[config.mk]
export PLATFORM = sky130hd
export DESIGN_NAME = mb_pack
export DESIGN_NICKNAME = d
export VERILOG_FILES = /design/src/rtl/mb_pkg.sv /design/src/rtl/mb_pack_lsb_find.sv /design/src/rtl/mb_pack.sv
export SDC_FILE = /design/constraint.sdc
export NUM_CORES = 1
export LEC_CHECK = 0
export ABC_AREA = 1
export CORE_MARGIN = 4
export CORE_UTILIZATION = 45
export CTS_CLUSTER_DIAMETER = 120
export DETAILED_ROUTE_END_ITERATION = 6
export PLACE_DENSITY = 0.79
export SYNTH_ARGS = -nofsm -noshare
export SYNTH_HDL_FRONTEND = slang
export SYNTH_HIERARCHICAL = 1
export SYNTH_SLANG_ARGS = --single-unit
[constraint.sdc]
create_clock -name clk -period 4.7 [get_ports clk]
set_input_delay 1.175 -clock clk [delete_from_list [all_inputs] [get_ports clk]]
set_output_delay 1.175 -clock clk [all_outputs]
set_load 0.03 [all_outputs]
[src/rtl/mb_pkg.sv]
// Shared definitions for the mb packer and the mb serializer.
// Block geometry, FSM encoding and the FIFO entry layout.
package mb_pkg;

   localparam int BLK = 64;
   localparam int PW  = $clog2(BLK);

   typedef enum logic [1:0] {
      IDLE  = 2'd0,
      SCAN  = 2'd1,
      WRITE = 2'd2
   } mb_state_e;

   typedef struct packed {
      logic [BLK-1:0]    sign;
      logic [BLK*PW-1:0] pos;
      logic [PW:0]       size;
      logic              slice_end;
      logic              no_sign;
   } mb_entry_t;

endpackage

[src/rtl/mb_pack_lsb_find.sv]
// Combinational priority encoder: index of the lowest set bit.
// idx is 0 when nothing is set; any qualifies it.
module lsb_find #(
   parameter int BLK = 64,
   parameter int PW  = $clog2(BLK)
) (
   input  logic [BLK-1:0] in_vec,
   output logic [PW-1:0]  idx,
   output logic           any
);

   always_comb begin
      idx = '0;
      for (int i = BLK - 1; i >= 0; i--) begin
         if (in_vec[i]) idx = PW'(i);
      end
   end

   assign any = |in_vec;

endmodule

[src/rtl/mb_pack.sv]
// Compacts the set significance bits of a block into a top-aligned
// {sign, pos, size, slice_end, no_sign} entry for the mb FIFO.
module mb_pack
   import mb_pkg::*;
(
   input  logic              clk,
   input  logic              rst,
   input  logic              clk_en,
   input  logic              in_valid,
   output logic              in_ready,
   input  logic [BLK-1:0]    sig_in,
   input  logic [BLK-1:0]    sgn_in,
   input  logic              slice_end_in,
   input  logic              mb_full,
   output logic              mb_wr,
   output logic [BLK-1:0]    sign_out,
   output logic [BLK*PW-1:0] pos_out,
   output logic [PW:0]       size_out,
   output logic              slice_end_out,
   output logic              no_sign_out
);

   localparam logic [PW-1:0] SLOT_TOP = PW'(BLK - 1);

   mb_state_e         state_q, state_d;
   logic [BLK-1:0]    rem_q, rem_d;
   logic [BLK-1:0]    sgn_q, sgn_d;
   logic [PW:0]       cnt_q, cnt_d;
   logic [BLK-1:0]    sign_q, sign_d;
   logic [BLK*PW-1:0] pos_q, pos_d;
   logic              slice_end_q, slice_end_d;
   logic              no_sign_q, no_sign_d;

   logic [PW-1:0]     idx;
   logic              any;
   logic [BLK-1:0]    rem_clr;
   logic [PW-1:0]     slot;

   lsb_find #(.BLK(BLK), .PW(PW)) u_lsb (
      .in_vec (rem_q),
      .idx    (idx),
      .any    (any)
   );

   assign rem_clr = rem_q & (rem_q - BLK'(1));
   assign slot    = SLOT_TOP - cnt_q[PW-1:0];

   assign in_ready = clk_en && (state_q == IDLE);
   assign mb_wr    = clk_en && (state_q == WRITE) && !mb_full;

   always_comb begin
      state_d     = state_q;
      rem_d       = rem_q;
      sgn_d       = sgn_q;
      cnt_d       = cnt_q;
      sign_d      = sign_q;
      pos_d       = pos_q;
      slice_end_d = slice_end_q;
      no_sign_d   = no_sign_q;
      if (clk_en) begin
         unique case (state_q)
            IDLE: begin
               if (in_valid) begin
                  rem_d       = sig_in;
                  sgn_d       = sgn_in;
                  slice_end_d = slice_end_in;
                  sign_d      = '0;
                  pos_d       = '0;
                  cnt_d       = '0;
                  state_d     = SCAN;
               end
            end
            SCAN: begin
               if (any) begin
                  for (int s = 0; s < BLK; s++) begin
                     if (slot == PW'(s)) begin
                        pos_d[s*PW +: PW] = idx;
                        sign_d[s]         = sgn_q[idx];
                     end
                  end
                  rem_d = rem_clr;
                  cnt_d = cnt_q + (PW+1)'(1);
               end
               // Covers both the final set bit and an empty block.
               if (rem_clr == '0) begin
                  state_d   = WRITE;
                  no_sign_d = (cnt_d == '0);
               end
            end
            WRITE: begin
               if (!mb_full) state_d = IDLE;
            end
            default: state_d = IDLE;
         endcase
      end
   end

   always_ff @(posedge clk) begin
      if (rst) begin
         state_q     <= IDLE;
         rem_q       <= '0;
         sgn_q       <= '0;
         cnt_q       <= '0;
         sign_q      <= '0;
         pos_q       <= '0;
         slice_end_q <= 1'b0;
         no_sign_q   <= 1'b0;
      end else begin
         state_q     <= state_d;
         rem_q       <= rem_d;
         sgn_q       <= sgn_d;
         cnt_q       <= cnt_d;
         sign_q      <= sign_d;
         pos_q       <= pos_d;
         slice_end_q <= slice_end_d;
         no_sign_q   <= no_sign_d;
      end
   end

   assign sign_out      = sign_q;
   assign pos_out       = pos_q;
   assign size_out      = cnt_q;
   assign slice_end_out = slice_end_q;
   assign no_sign_out   = no_sign_q;

endmodule
# Word level (Yosys, flattened, before mapping)
# Index checks and enable logic that the tools add are counted.
[classes]
n_addsub = 3
multipliers = 0
n_div = 0
order_cmp = 1
eq_ne = 133
n_shift = 0
muxes = 212
n_bitwise = 1
n_reduce_logical = 79
[op_table]
columns = ["operator", "n"]
rows = [
  ["$mux 384", 2],
  ["$mux 6", 128],
  ["$pmux 384 s2", 1],
  ["$reduce_and 5->1", 64],
  ["$mux 64", 4],
  ["$pmux 64 s2", 2],
  ["$eq 6x6->1 const B", 32],
  ["$ne 2x2->1 const B", 68],
  ["$eq 6x5->1 const B", 16],
  ["$mux 1", 65],
  ["$and 64x64->64", 1],
  ["$logic_not 64->1", 1],
  ["$reduce_or 64->1", 1],
  ["$sub 64x1->64 const B", 1],
  ["$eq 6x4->1 const B", 8],
  ["$mux 7", 4],
  ["$eq 6x3->1 const B", 4],
  ["$pmux 7 s2", 1],
  ["$eq 6x2->1 const B", 2],
  ["$reduce_and 3->1", 3],
  ["$reduce_and 4->1", 2],
  ["$add 7x1->7 const B", 1],
  ["$logic_not 7->1", 1],
  ["$lt 6x7->1 const B", 1],
  ["other kinds (12)", 16],
]
[totals]
ff_bits = 587
latchBits = 0
mem_bits_rw = 0
rom_bits = 0
inputBits = 134
output_inout_bits = 459
wordCells = 563
mem_count = 0

# Depth between registers and ports, before layout
[logic_depth]
word_depth = 69
mapped_depth = 76
ltp_nobuf = 74

# Hierarchy
# Netlist, hierarchy kept.
[by_module_without_submodules]
columns = ["mod", "instances", "cells_each", "area_per_inst_um2", "seq_area_each_um2"]
rows = [
  ["mb_pack", 1, 3347, 23948.0, 11751.3],
  ["lsb_find", 1, 235, 1024.7, 0.0],
]

# Worst setup path after synthesis
# No wires, ideal clock.
[synth_timing]
path_kind = "reg-to-reg"
from = "register rem_q[61]"
to = "register sign_q[42] (netlist: sign_out[42])"
setup_time_ps = 70
arrival_time_ps = 4447
required_ps = 4630
slack_ps = 184
stages_incl_launch_ff = 74
n_path_buf = 3
synth_period_minus_slack_ps = 4516
path_cell_list = "dfxtp_1 inv_2 nand2_1 nand2_1 nand2_1 nand2_1 nand2_1 nand2_1 nand2_1 nand2_1 nand2_1 nand2_1 nand2_1 nand2_1 nand2_1 nand2_1 nand2_1 nand2_1 (+38 left out) nand2_1 nand2_1 nand2_1 nand2_1 nand2_1 nand2_1 a21oi_2 clkbuf_2 clkbuf_1 o21ai_0 o22ai_1 o21ai_0 o211ai_1 nand3_1 nand2_1 nand2_2 buf_2 a21oi_1"
[synth_between]
elab_chain_len = 67
elab_cells_between_ends = 70
cone_classes = "1 x eq/ne; 67 x mux; 2 x reduce/logical"
[synth_lines]
columns = ["element", "line", "text"]
rows = [
  ["from (decl)", "mb_pack.sv:26", "logic [BLK-1:0] rem_q, rem_d;"],
  ["from (signal assigned)", "mb_pack.sv:110", "rem_q <= rem_d;"],
  ["$mux 6 (62 in series)", "mb_pack_lsb_find.sv:15", "if (in_vec[i]) idx = PW'(i);"],
  ["named net idx[0]", "mb_pack.sv:34", "logic [PW-1:0] idx;"],
  ["$bmux 1 s6", "mb_pack.sv:78", "sign_d[s] = sgn_q[idx];"],
  ["$mux 1 (implied by the code)", "mb_pack.sv:78", ""],
  ["$mux 1", "mb_pack.sv:76", "if (slot == PW'(s)) begin"],
  ["$mux 64", "mb_pack.sv:74", "if (any) begin"],
  ["$pmux 64 s2", "mb_pack.sv:61", "unique case (state_q)"],
  ["to (signal assigned)", "mb_pack.sv:113", "sign_q <= sign_d;"],
  ["to (decl)", "mb_pack.sv:29", "logic [BLK-1:0] sign_q, sign_d;"],
]
# The timed path passes the listed nets, and every way through them passes these cells. The select of a mux whose other input is x is not followed.
# A chain may end at the register's enable or synchronous reset.

# Worst setup path in the final report
[layout_timing]
from = "register rem_q[62]"
to = "register sign_q[12] (netlist: sign_out[12])"
[layout_between]
elab_chain_len = 68
elab_cells_between_ends = 71
cone_classes = "1 x eq/ne; 68 x mux; 2 x reduce/logical"
[layout_lines]
columns = ["element", "line"]
rows = [
  ["$mux 6 (63 in series)", "mb_pack_lsb_find.sv:15"],
  ["named net idx[0]", "mb_pack.sv:34"],
  ["$bmux 1 s6", "mb_pack.sv:78"],
  ["$mux 1 (implied by the code)", "mb_pack.sv:78"],
  ["$mux 1", "mb_pack.sv:76"],
  ["$mux 64", "mb_pack.sv:74"],
  ["$pmux 64 s2", "mb_pack.sv:61"],
]
# The timed path passes the listed nets, and every way through them passes these cells. The select of a mux whose other input is x is not followed.

==> results.cfg <==
[setup_path]
cp_max_fo = 8
critPathMostFrequentCell = nand2_1
cp-start-kind = register
cpPeakStageDelay_ps = 320
rrSetupSlack_ps = -540
reg2reg_depth = 76
worstReg2RegStart = rem_q[62]
crit_required_ps = 5210
cp-endpoint = sign_out[12]
cpMaxStageDelayCell = dfxtp_2
crit_type = register to register
rr_endpoint = sign_out[12]
crit_start = rem_q[62]
critPathArrivalTime_ps = 5750
end_kind = register

[drt]
drtAntennaViolNets = 0
drtIter0Drc = 2604
via_count = 26800
routed_wirelength_mm = 104
drtPass1Iterations = 7
vias_per_cell = 5.42
post-route-drc-count = 1
wl_per_cell_um = 21.0

[final_layout]
layout.nets = 4284
fin_area_sq_mm = 0.0345
multiInputGateArea_sq_mm = 0.0119
drive_above_1_share_pct = 9.10
layoutNonFillerInstCount = 4939
final_util_pct = 62.8
nFillCells = 4749
regArea_sq_mm = 0.0118
area_growth_pct = 38.3

[synthesis]
syn-cell-area_sq_mm = 0.0250
synthFlopType = dfxtp_1
syn_avg_cell_area_sq_um = 6.97
yosys_warnings = 6
synth_mux_area_share_pct = 0
ys_seq_elements = 587
synth_adder_area_share_pct = 0.200
ys_types = 41
synth-compound-area-share_pct = 18.7
synth_fp_nets = 3720
synth_top_family_by_area = simple AND/OR/NAND/NOR gates
netlist_instances = 3582
synthXorXnorAreaFrac_pct = 0.210
async_reset_ff_share_pct = 0
synthSimpleGateAreaFrac_pct = 27.5
ys_seq_area_share_pct = 47.1
synth-edff-count = 0

[global_route]
grt_max_degree = 133
grt_use_total_pct = 31.8
grt_pass1_vias = 24800
grt_pass1_wl_mm = 149
grt_overflow = 0
antenna_found_initial = 5

[clock_tree]
root_buffer = clkbuf_16
htreeDepth = 2
clock-sinks = 587
clk_pin_slew_ps = 60
clockBufferDepth = 3
cts_made_buffers = 59
clock_latency_ps = 660
cts_tree = built

[hold_path]
hold_class = register to register

[placed_design]
dpl.hpwl_mm = 71.3
numPortBuffers = 592
dpl_cell_area_sq_mm = 0.0318
gp_congestion = 0.992
pre_cts_ws_ps = -381
dp.cells = 4809

[sta]
setup_slack_ps = -545
hold_ws_ps = 467
maxSlewHeadroom_pct = 30.8
hold_viol = 0
fin_skew_ps = 37.8
setup_viol = 95
fmax_mhz = 191
fin_crit_sh_pct = 112
layout_min_cycle_time_ps = 5240
rsz0062_at_grt = yes
totalNegativeSetupSlack_ps = -33430
finalMaxSlewViolations = 0
worst_slew_pin_slew_ps = 1030

[pwr]
cellPowerDensity_mw_per_mm2 = 424
leakagePower_nw = 14.6
p_total_mw = 14.6
peakVddDrop_mv = 0.323

[run_status]
violations = design-rule violations, negative setup slack
status = finished with violations

[floorplanning]
die_area_sq_mm = 0.0593
initial_core_util_pct = 45.4
rows = 86
io_pins = 593
die_height_um = 244
core_area_sq_mm = 0.0550
die_width_um = 244

[flow_run]
maxCapViolCount = 0
==> worst max-delay path, delay by kind of cell (launching register included) <==
family	cells	cell delay, ps
buffers and inverters	6	770
flip-flops	1	320
AND/OR/NAND/NOR	66	3560
AO/OA/AOI/OAI	4	440
==> cells by family (layout without fill, tap and decap cells) <==
| kind of cell | count (synthesis) | after routing |
|---|---|---|
| AO/OA/AOI/OAI | 907 | 907 |
| XOR/XNOR | 6 | 6 |
| adder cells (fa/ha/maj) | 4 | 4 |
| buffers and inverters | 388 | 994 |
| flip-flops | 587 | 587 |
| other | 0 | 3 |
| AND/OR/NAND/NOR | 1690 | 1690 |
==> cell usage in the layout, fill, tap and decap left out, drive strengths merged <==
master / n
clkdlybuf4s50: 592
nand2: 356
xnor2: 1
dfxtp: 587
o21ai: 619
nand3b: 2
o21bai: 1
o211ai: 3
o31ai: 1
nor4: 4
inv: 207
o22ai: 3
diode: 3
a311oi: 1
a221oi: 11
xor2: 5
a211oi: 1
or2: 7
bufinv: 10
buf: 75
a21oi: 254
ha: 4
o221ai: 12
nor3: 4
clkbuf: 95
nand4: 4
nand3: 65
clkinv: 14
a31oi: 1
and2: 4
nor2: 1244
clkinvlp: 1
==> final cells by class <==
type | instances | area share (%)
multi-input combinational | 2607 | 34.6
sequential | 587 | 34.0
timing repair buffer | 679 | 20.3
clock buffer | 83 | 5.00
tap | 748 | 2.71
inverter | 212 | 2.65
clock inverter | 20 | 0.714
antenna | 3 | 0.0217
==> routing by layer <==
| layer | up-vias | share of wire [%] | track usage, % |
|---|---|---|---|
| li1 | 12700 | - | - |
| met1 | 12500 | 39 | 39.2 |
| met2 | 1296 | 46 | 52.6 |
| met3 | 283 | 9.5 | 9.07 |
| met4 | 4 | 4.9 | 13.1 |
| met5 | - | 0.021 | 0 |
==> synth_stat cells (4+ instances only) <==
library cell	n	area share (%)
nor3_1	4	0.080
clkbuf_1	114	1.7
a21oi_1	252	5.1
a221oi_1	11	0.39
dfxtp_1	587	47
bufinv_8	7	0.49
ha_1	4	0.20
buf_1	38	0.57
or2_2	7	0.18
buf_2	19	0.38
and2_1	4	0.10
nand2_2	6	0.15
nand3_1	65	1.3
nand4_1	4	0.10
nand2_1	349	5.2
o221ai_1	12	0.42
xor2_1	5	0.18
nor4_1	4	0.10
nor2_4	34	1.5
o21ai_1	33	0.66
inv_2	36	0.54
inv_1	167	2.5
o21ai_0	586	12
nor2_1	1172	18
nor2_2	38	0.95
==> flip-flops by register name, summed over array words and instances, names as in the netlist <==
signal	cells
sgn_q	64
rem_q	64
size_out	7
no_sign_out	1
slice_end_out	1
sign_out	64
state_q	2
pos_out	384
==> report_power, final <==
part	leakage (nW)	total [mW]	internal [mW]	switching, mW
clock network	0.974	4.85	2.73	2.13
logic	8.79	4.06	1.46	2.61
registers	4.83	5.72	5.43	0.292
total	14.6	14.6	9.61	5.02
==> what timing repair did <==
action / in CTS / in global routing
buffers inserted: 0 / 7
resized for setup: 7 / 89
hold buffers: 0 / 0
setup endpoints to repair: 73 / 169
pin swaps: 1 / 56
cloned: 0 / 17
==> worst min path at each step <==
| stage | cells after the start | from | end | slack [ps] |
|---|---|---|---|---|
| 2_1_floorplan | 2 | sgn_q[40] | sgn_q[40] | 420 |
| 3_3_place_gp | 2 | pos_out[378] | pos_out[378] | 460 |
| 3_5_place_dp | 2 | pos_out[78] | pos_out[78] | 470 |
| 4_1_cts | 2 | sgn_q[40] | sgn_q[40] | 480 |
| 5_1_grt | 2 | pos_out[366] | pos_out[366] | 500 |
| 6_report | 2 | pos_out[78] | pos_out[78] | 470 |
(Power assumes the default switching activity.)
